==> config.mk <==
export PLATFORM = sky130hd
export DESIGN_NAME = sddac_adder_arbiter
export DESIGN_NICKNAME = d
export VERILOG_FILES = /design/src/rtl/sddac_adder_arbiter_pkg.sv /design/src/rtl/sddac_adder_arbiter_rr.sv /design/src/rtl/sddac_adder_arbiter.sv
export SDC_FILE = /design/constraint.sdc
export NUM_CORES = 1
export LEC_CHECK = 0
export CORE_AREA = 2 2 233 235
export CTS_BUF_LIST = sky130_fd_sc_hd__clkbuf_4
export DETAILED_ROUTE_END_ITERATION = 10
export DIE_AREA = 0 0 235 237
export SETUP_SLACK_MARGIN = 0.5
export SLEW_MARGIN = 5
export SYNTH_ARGS = -nofsm -noshare
export SYNTH_HDL_FRONTEND = slang
export SYNTH_SLANG_ARGS = --single-unit
export TNS_END_PERCENT = 10
==> constraint.sdc <==
create_clock -name clk -period 2 [get_ports clk]
set_input_delay 0.3 -clock clk [delete_from_list [all_inputs] [get_ports clk]]
set_output_delay 0.3 -clock clk [all_outputs]
set_load 0.01 [all_outputs]
==> src/rtl/sddac_adder_arbiter_pkg.sv <==
// -----------------------------------------------------------------------------
// sddac_adder_arbiter_pkg
// Constants and helpers shared by every user of the 48-bit dsp48a1_adder:
//   OPW      - operand / result width of the adder
//   OP_ADD   - P = C + (D:A:B)
//   OP_SUB   - P = C - (D:A:B)
//   OP_IDLE  - P = 0
// -----------------------------------------------------------------------------
package sddac_adder_arbiter_pkg;

   localparam int OPW = 48;

   typedef logic [OPW-1:0] operand_t;

   localparam logic [7:0] OP_ADD  = 8'h0F;
   localparam logic [7:0] OP_SUB  = 8'h8F;
   localparam logic [7:0] OP_IDLE = 8'h00;

   // Opmode for a granted request: subtract flag selects C - A over C + A.
   function automatic logic [7:0] op_sel(input logic sub);
      logic [7:0] op;
      if (sub) begin
         op = OP_SUB;
      end else begin
         op = OP_ADD;
      end
      return op;
   endfunction

endpackage

==> src/rtl/sddac_adder_arbiter_rr.sv <==
// -----------------------------------------------------------------------------
// rr_arbiter
// Purely combinational round-robin arbiter. Searches req_i starting at ptr_i
// and wrapping modulo NREQ; the first set request wins.
//   req_i  [NREQ] - request vector
//   ptr_i  [IDW]  - highest-priority index
//   gnt_o  [NREQ] - one-hot grant (all zero when no request)
//   idx_o  [IDW]  - encoded index of the grant
//   any_o  [1]    - a grant was issued
// -----------------------------------------------------------------------------
module rr_arbiter
   import sddac_adder_arbiter_pkg::*;
#(
   parameter int NREQ = 4,
   parameter int IDW  = 2
) (
   input  logic [NREQ-1:0] req_i,
   input  logic [IDW-1:0]  ptr_i,
   output logic [NREQ-1:0] gnt_o,
   output logic [IDW-1:0]  idx_o,
   output logic            any_o
);

   localparam logic [NREQ-1:0] ONE = {{(NREQ-1){1'b0}}, 1'b1};

   // Rotating priority search; explicit wrap keeps non-power-of-2 NREQ legal.
   always_comb begin
      int cand;
      gnt_o = '0;
      idx_o = '0;
      any_o = 1'b0;
      cand  = 0;
      for (int k = 0; k < NREQ; k++) begin
         cand = int'(ptr_i) + k;
         if (cand >= NREQ) begin
            cand = cand - NREQ;
         end else begin
            cand = cand;
         end
         if (!any_o && req_i[cand]) begin
            any_o = 1'b1;
            idx_o = cand[IDW-1:0];
         end else begin
            any_o = any_o;
         end
      end
      if (any_o) begin
         gnt_o = ONE << idx_o;
      end else begin
         gnt_o = '0;
      end
   end

endmodule

==> src/rtl/sddac_adder_arbiter.sv <==
// -----------------------------------------------------------------------------
// sddac_adder_arbiter
// Shares one dsp48a1_adder (P register only, 1-cycle latency) between NREQ
// requesters with round-robin arbitration, one operation per cycle.
//   clk, reset            - clock, synchronous active-high reset
//   req_valid/req_ready   - per-requester handshake
//   req_sub, req_a, req_c - per-requester op (C - A or C + A), 48-bit packed
//   add_opmode/dabin/cin  - registered issue stage driving the adder
//   add_pout              - adder P register output
//   res_valid/id/data     - result strobe, requester index and value
// Handshake at cycle t returns its result at cycle t+2.
// -----------------------------------------------------------------------------
module sddac_adder_arbiter
   import sddac_adder_arbiter_pkg::*;
#(
   parameter int NREQ = 4,
   parameter int IDW  = 2
) (
   input  logic              clk,
   input  logic              reset,
   input  logic [NREQ-1:0]   req_valid,
   output logic [NREQ-1:0]   req_ready,
   input  logic [NREQ-1:0]   req_sub,
   input  logic [NREQ*48-1:0] req_a,
   input  logic [NREQ*48-1:0] req_c,
   output logic [7:0]        add_opmode,
   output logic [47:0]       add_dabin,
   output logic [47:0]       add_cin,
   input  logic [47:0]       add_pout,
   output logic              res_valid,
   output logic [IDW-1:0]    res_id,
   output logic [47:0]       res_data
);

   logic [NREQ-1:0] arb_req_s;
   logic [NREQ-1:0] gnt_s;
   logic [IDW-1:0]  gnt_idx_s;
   logic            gnt_any_s;

   logic [IDW-1:0]  rr_ptr_q,   rr_ptr_d;
   logic [7:0]      opmode_q,   opmode_d;
   operand_t        dabin_q,    dabin_d;
   operand_t        cin_q,      cin_d;
   logic            s1_valid_q, s1_valid_d;
   logic [IDW-1:0]  s1_id_q,    s1_id_d;
   logic            s2_valid_q;
   logic [IDW-1:0]  s2_id_q;

   // Masking requests during reset keeps req_ready low without extra gating.
   assign arb_req_s = reset ? '0 : req_valid;

   rr_arbiter #(
      .NREQ (NREQ),
      .IDW  (IDW)
   ) u_arb (
      .req_i (arb_req_s),
      .ptr_i (rr_ptr_q),
      .gnt_o (gnt_s),
      .idx_o (gnt_idx_s),
      .any_o (gnt_any_s)
   );

   assign req_ready  = gnt_s;
   assign add_opmode = opmode_q;
   assign add_dabin  = dabin_q;
   assign add_cin    = cin_q;
   assign res_valid  = s2_valid_q;
   assign res_id     = s2_id_q;
   assign res_data   = add_pout;

   // Next-state for pointer and issue stage; operands hold when idle to avoid toggling.
   always_comb begin
      rr_ptr_d   = rr_ptr_q;
      opmode_d   = OP_IDLE;
      dabin_d    = dabin_q;
      cin_d      = cin_q;
      s1_valid_d = 1'b0;
      s1_id_d    = s1_id_q;
      if (gnt_any_s) begin
         if (gnt_idx_s == IDW'(NREQ - 1)) begin
            rr_ptr_d = '0;
         end else begin
            rr_ptr_d = gnt_idx_s + IDW'(1);
         end
         opmode_d   = op_sel(req_sub[gnt_idx_s]);
         dabin_d    = req_a[int'(gnt_idx_s) * OPW +: OPW];
         cin_d      = req_c[int'(gnt_idx_s) * OPW +: OPW];
         s1_valid_d = 1'b1;
         s1_id_d    = gnt_idx_s;
      end else begin
         rr_ptr_d   = rr_ptr_q;
         s1_valid_d = 1'b0;
      end
   end

   // Pointer, issue and result-stage registers.
   always_ff @(posedge clk) begin
      if (reset) begin
         rr_ptr_q   <= '0;
         opmode_q   <= OP_IDLE;
         dabin_q    <= '0;
         cin_q      <= '0;
         s1_valid_q <= 1'b0;
         s1_id_q    <= '0;
         s2_valid_q <= 1'b0;
         s2_id_q    <= '0;
      end else begin
         rr_ptr_q   <= rr_ptr_d;
         opmode_q   <= opmode_d;
         dabin_q    <= dabin_d;
         cin_q      <= cin_d;
         s1_valid_q <= s1_valid_d;
         s1_id_q    <= s1_id_d;
         s2_valid_q <= s1_valid_q;
         s2_id_q    <= s1_id_q;
      end
   end

endmodule
Yosys cells after proc, flatten, opt, wreduce, memory -nomap -nowiden
Cells that the tools add are included.
{"block": "totals", "regBits": 112, "input_bits": 442, "output_inout_bits": 159}
{"block": "op_classes", "n_addsub": 8, "multipliers": 1, "n_lt_le_gt_ge": 9, "n_eq_ne": 1, "shifts": 3, "mux": 31, "bitwise_logic": 1, "reduce_logical": 7}
{"operator": "192-bit by 32-bit indexed part select with 48-bit output", "n": 1}
{"operator": "192-bit by 9-bit indexed part select with 48-bit output", "n": 1}
{"operator": "32-bit by 4-bit less-than comparator with 1-bit output (second input constant)", "n": 4}
{"operator": "32-bit 2-to-1 mux", "n": 4}
{"operator": "32-bit by 4-bit >= comparator with 1-bit output (second input constant)", "n": 3}
{"operator": "32-bit by 4-bit subtractor with 32-bit output (second input constant)", "n": 3}
{"operator": "1-bit 2-to-1 mux", "n": 14}
{"operator": "1-bit binary-select mux with 2-bit select", "n": 5}
{"operator": "2-bit 2-to-1 mux", "n": 5}
{"operator": "4-bit 2-to-1 mux", "n": 2}
{"operator": "8-bit 2-to-1 mux", "n": 1}
{"operator": "2-bit by 2-bit adder with 3-bit output (second input constant)", "n": 2}
{"operator": "2-bit by 2-bit multiplier with 4-bit output (second input constant)", "n": 1}
{"operator": "1-bit by 2-bit << shifter with 4-bit output (first input constant)", "n": 1}
{"operator": "2-bit by 3-bit subtractor with 4-bit output (second input constant)", "n": 1}
{"operator": "2-bit by 1-bit adder with 3-bit output (second input constant)", "n": 1}
{"operator": "2-bit by 3-bit >= comparator with 1-bit output (second input constant)", "n": 1}
{"operator": "1-bit logical AND", "n": 3}
{"operator": "1-bit zero test", "n": 3}
{"operator": "2-bit by 3-bit less-than comparator with 1-bit output (second input constant)", "n": 1}
{"operator": "2-bit by 1-bit adder with 2-bit output (second input constant)", "n": 1}
{"operator": "2-bit equality test (second input constant)", "n": 1}
{"operator": "2-bit OR reduction", "n": 1}
{"operator": "1-bit inverter", "n": 1}

Logic depth before layout (Yosys ltp)
{"block": "logic_depth", "word_depth": 18, "ltp_mapped": 10, "mapped_depth_nobuf": 7}

Cells and area by module
Synthesis repeated with hierarchy kept, for this count alone.
{"block": "unflattened", "cells_unflattened": 666, "area_unflattened_um2": 7063.0}
{"module": "sddac_adder_arbiter", "instances": 1, "cells_per_inst": 634, "area_each_um2": 6880.3, "seq_area_each_um2": 2122.0}
{"module": "rr_arbiter", "instances": 1, "cells_per_inst": 32, "area_each_um2": 182.7, "seq_area_each_um2": 0.0}

Least setup slack after synthesis
Ideal clock, no wire load.
{"block": "synth_path", "path_kind": "reg-to-output", "start": "reg rr_ptr_q[1]", "end": "out req_ready[3]", "arrival_ns": 1.961, "required_ns": 1.700, "setup_slack_ns": -0.261, "path_stages_with_launch": 8, "cell_sequence": "dfxtp_1 -> mux4_2 -> o32ai_1 -> buf_2 -> buf_6 -> buf_2 -> ha_1 -> and2_1"}
{"block": "synth_via", "elab_chain_len": 17}
{"element": "start: declaration", "line": "sddac_adder_arbiter.sv:40", "source": "logic [IDW-1:0] rr_ptr_q, rr_ptr_d;"}
{"element": "start signal: assignment", "line": "sddac_adder_arbiter.sv:108", "source": "rr_ptr_q <= rr_ptr_d;"}
{"element": "parallel branches: the longest is 16 deep, another holds 32-bit by 4-bit subtractor with 32-bit output"}
{"element": "4-bit 2-to-1 mux (*)", "line": "sddac_adder_arbiter_rr.sv:47", "source": "if (any_o) begin"}
{"element": "end: declaration", "line": "sddac_adder_arbiter.sv:22", "source": "output logic [NREQ-1:0] req_ready,"}
Every way passes the cells marked *. The select of a mux whose other input is x is not followed.

Final worst setup path
{"block": "layout_path", "start": "reg rr_ptr_q[1]", "end": "reg cin_q[25], in the netlist add_cin[25]"}
{"block": "layout_via", "elab_chain_len": 17}
{"element": "parallel branches: the longest is 17 deep, another holds 32-bit by 4-bit subtractor with 32-bit output"}
{"element": "end signal: assignment", "line": "sddac_adder_arbiter.sv:111", "source": "cin_q <= cin_d;"}
{"element": "end: declaration", "line": "sddac_adder_arbiter.sv:43", "source": "operand_t cin_q, cin_d;"}
Several ways; the timed one is not identified. The select of a mux whose other input is x is not followed.
A chain may end at the register's enable or synchronous reset.

==> metrics.txt <==
Die Wd 235 µm; Syn Area/Cell 9.22 µm²; part of the Yosys area used for sequential elements 0.307; worst-path maximum fanout 5; Root Buffer Master clkbuf_4; gr usage total 0.123; Setup Viol. Count Final 97; Ports 601; startpoint types register; Yosys warnings 0; RSZ-0062 raised after global routing yes; clock-pin slew on the worst setup and hold paths ~0.21 ns; Post-synth ARST share 0; P&R area growth vs syn 101%; first drt pass iteration count 4; initial antenna violation count 2; area of the core 53300 µm²; Final Hold Viols 0; most frequent cells in the layout 415 x clkdlybuf4s50_1, 186 x mux2i_1, 97 x and2_1; share of cells above drive strength 1 0.185; Static Leak between 5 and 6 nW; CTS tree yes; Main synth FF type dfxtp_1; first-pass GRT wire length 51300 µm; RD Place Congestion around 0.84; worst vdd ir ~0.32 mV; DR WL/cell 18.4 µm; HP Class in -> reg; number of global-route vias before repair 8204; dpl hpwl 24400 µm; pre-CTS setup slack -0.829 ns; failing checks setup timing; worst setup margin -0.671 ns; pwr dens about 540 nW/µm²; Util after Layout 0.261; Final Skew 0.0262 ns; arrival time at the worst endpoint around 3.2 ns; Final period util 1.34; via count 7656; H-tree depth 3; clk_lat worst skew 0.59 ns; Num CTS Buffers 9; Routed WL 35700 µm; post-layout minimum cycle time 2.67 ns; outcome complete, but fails checks; number of DRC markers in iteration 0 182; Initial Utilization 0.130; nets 1673; Post-synth EDFFs 0; CP Class reg -> reg; Die Area 55700 µm²; largest area contributor in the netlist dfxtp_1; flops & latches, synth approximately 110; Worst EP required 2.50 ns; global route overflow 0; vias per inst around 4.0; Mapped Area 6910 µm²; Mapped Cells 750; layout filler cell count 5669; area fraction of the dominant cell type after synthesis 0.307; most common cell after layout, fill and taps aside clkdlybuf4s50_1; Max Freq 374 MHz; ANT nets after route 0; largest net degree at the start of global routing 53; Max Buffers Root-to-Sink 2; Distinct cells, synth 30; # DRC 0; input/output buffers ~500; CP endpoint kind register; die height 237 µm; clock sinks ~110; main area contributors after synthesis dfxtp_1 31%, mux2i_1 28%, a22oi_1 10%, and2_1 9.0%, buf_4 7.4%; max-cap violations 0; # rows 85; Slew Limit Fails 0
through the flow:
step | hold slack, ns | instance area (µm²) | setup TNS, ns | power (W) | cells
after global placement | 0.431 | 12500 | -58.33 | 0.00569 | 1874
final | 0.307 | 13900 | -34.26 | 0.00754 | 1935
after global routing | 0.203 | 13900 | -45.24 | 0.00799 | 1935
after floorplan | 0.414 | 7010 | -0.0144 | 0.00397 | 752
after detailed placement | 0.451 | 12500 | -64.40 | 0.00573 | 1874
after CTS | 0.190 | 13700 | -38.58 | 0.00761 | 1928
routing by layer:
layer,vias to the layer above,track usage,share of wire
met5,-,0,0
li1,3646,-,-
met3,44,0.0458,0.074
met4,0,0.0449,0.030
met1,3598,0.134,0.39
met2,368,0.219,0.50
report_power, final:
group          internal, W  switching (W)  leakage, nW  total [W]
Combinational      0.00212        0.00138         4.83    0.00349
Clock             0.000416       0.000919       0.0741    0.00134
Sequential         0.00248       0.000229        0.894    0.00271
Total              0.00502        0.00252         5.80    0.00754
worst max-delay path: stages (launching register included):
cell and delay (ns):
dfxtp_4 0.42, mux4_2 0.54, o32ai_4 0.26, buf_6 0.15, buf_6 0.12, buf_6 0.09, buf_6 0.08, buf_6 0.08
buf_6 0.08, buf_6 0.08, buf_12 0.11, buf_12 0.11, buf_12 0.13, clkbuf_16 0.15, a21oi_1 0.04, a22oi_1 0.14
path summary, 6_finish.rpt:
kind / start / endpoint / slack, ns / cells after the start
setup / recovery: rr_ptr_q[1] / add_cin[25] / -0.67 / 15
hold / removal: req_a[127] / add_dabin[31] / 0.31 / 3
setup reg to reg: rr_ptr_q[1] / add_cin[25] / -0.67 / 15
hold reg to reg: s1_valid_q / res_valid / 0.48 / 1
cell families (layout without fill, tap and decap cells):
family / after synthesis / after routing / share of synthesized area
AO/OA/AOI/OAI: 203 / 203 / 0.183
adder cells (fa/ha/maj): 1 / 1 / 0.00181
buffers and inverters: 125 / 608 / 0.117
flip-flops: 106 / 106 / 0.307
multiplexers: 194 / 194 / 0.285
other: 1 / 7 / 0.000542
AND/OR/NAND/NOR: 120 / 120 / 0.106
repair_timing:
action | CTS | global route
setup endpoints to repair | 209 | 209
gates resized for setup | 328 | 63
hold buffers | 0 | 0
pin swaps | 11 | 11
gates cloned | 18 | 1
buffers inserted | 20 | 2
registers in the layout, indices dropped and copies added, names as in the netlist:
| register | flops |
|---|---|
| add_dabin | 48 |
| add_cin | 48 |
| s1_valid_q | 1 |
| add_opmode | 2 |
| res_valid | 1 |
| rr_ptr_q | 2 |
| res_id | 2 |
| s1_id_q | 2 |
cell usage after synthesis (all sizes together), types with 2 or more instances:
| cell type | instances |
|---|---|
| a21o | 2 |
| a21oi | 101 |
| a22oi | 96 |
| and2 | 99 |
| buf | 100 |
| clkbuf | 21 |
| dfxtp | 106 |
| inv | 4 |
| mux2i | 192 |
| mux4 | 2 |
| nand2 | 3 |
| nand2b | 2 |
| nor2 | 3 |
| nor2b | 5 |
| nor3 | 3 |
| o21ai | 2 |
| or3 | 2 |
area by class of cell:
class / instances / area [µm²] / area share
timing repair buffer: 588 / 6470 / 0.465
sequential: 106 / 2150 / 0.155
clock buffer: 11 / 82.6 / 0.00594
tap: 696 / 871 / 0.0626
antenna: 4 / 10.0 / 0.000720
multi-input combinational: 521 / 4240 / 0.305
inverter: 4 / 23.8 / 0.00171
clock inverter: 5 / 62.6 / 0.00450
Power figures use the tool's default switching activity.
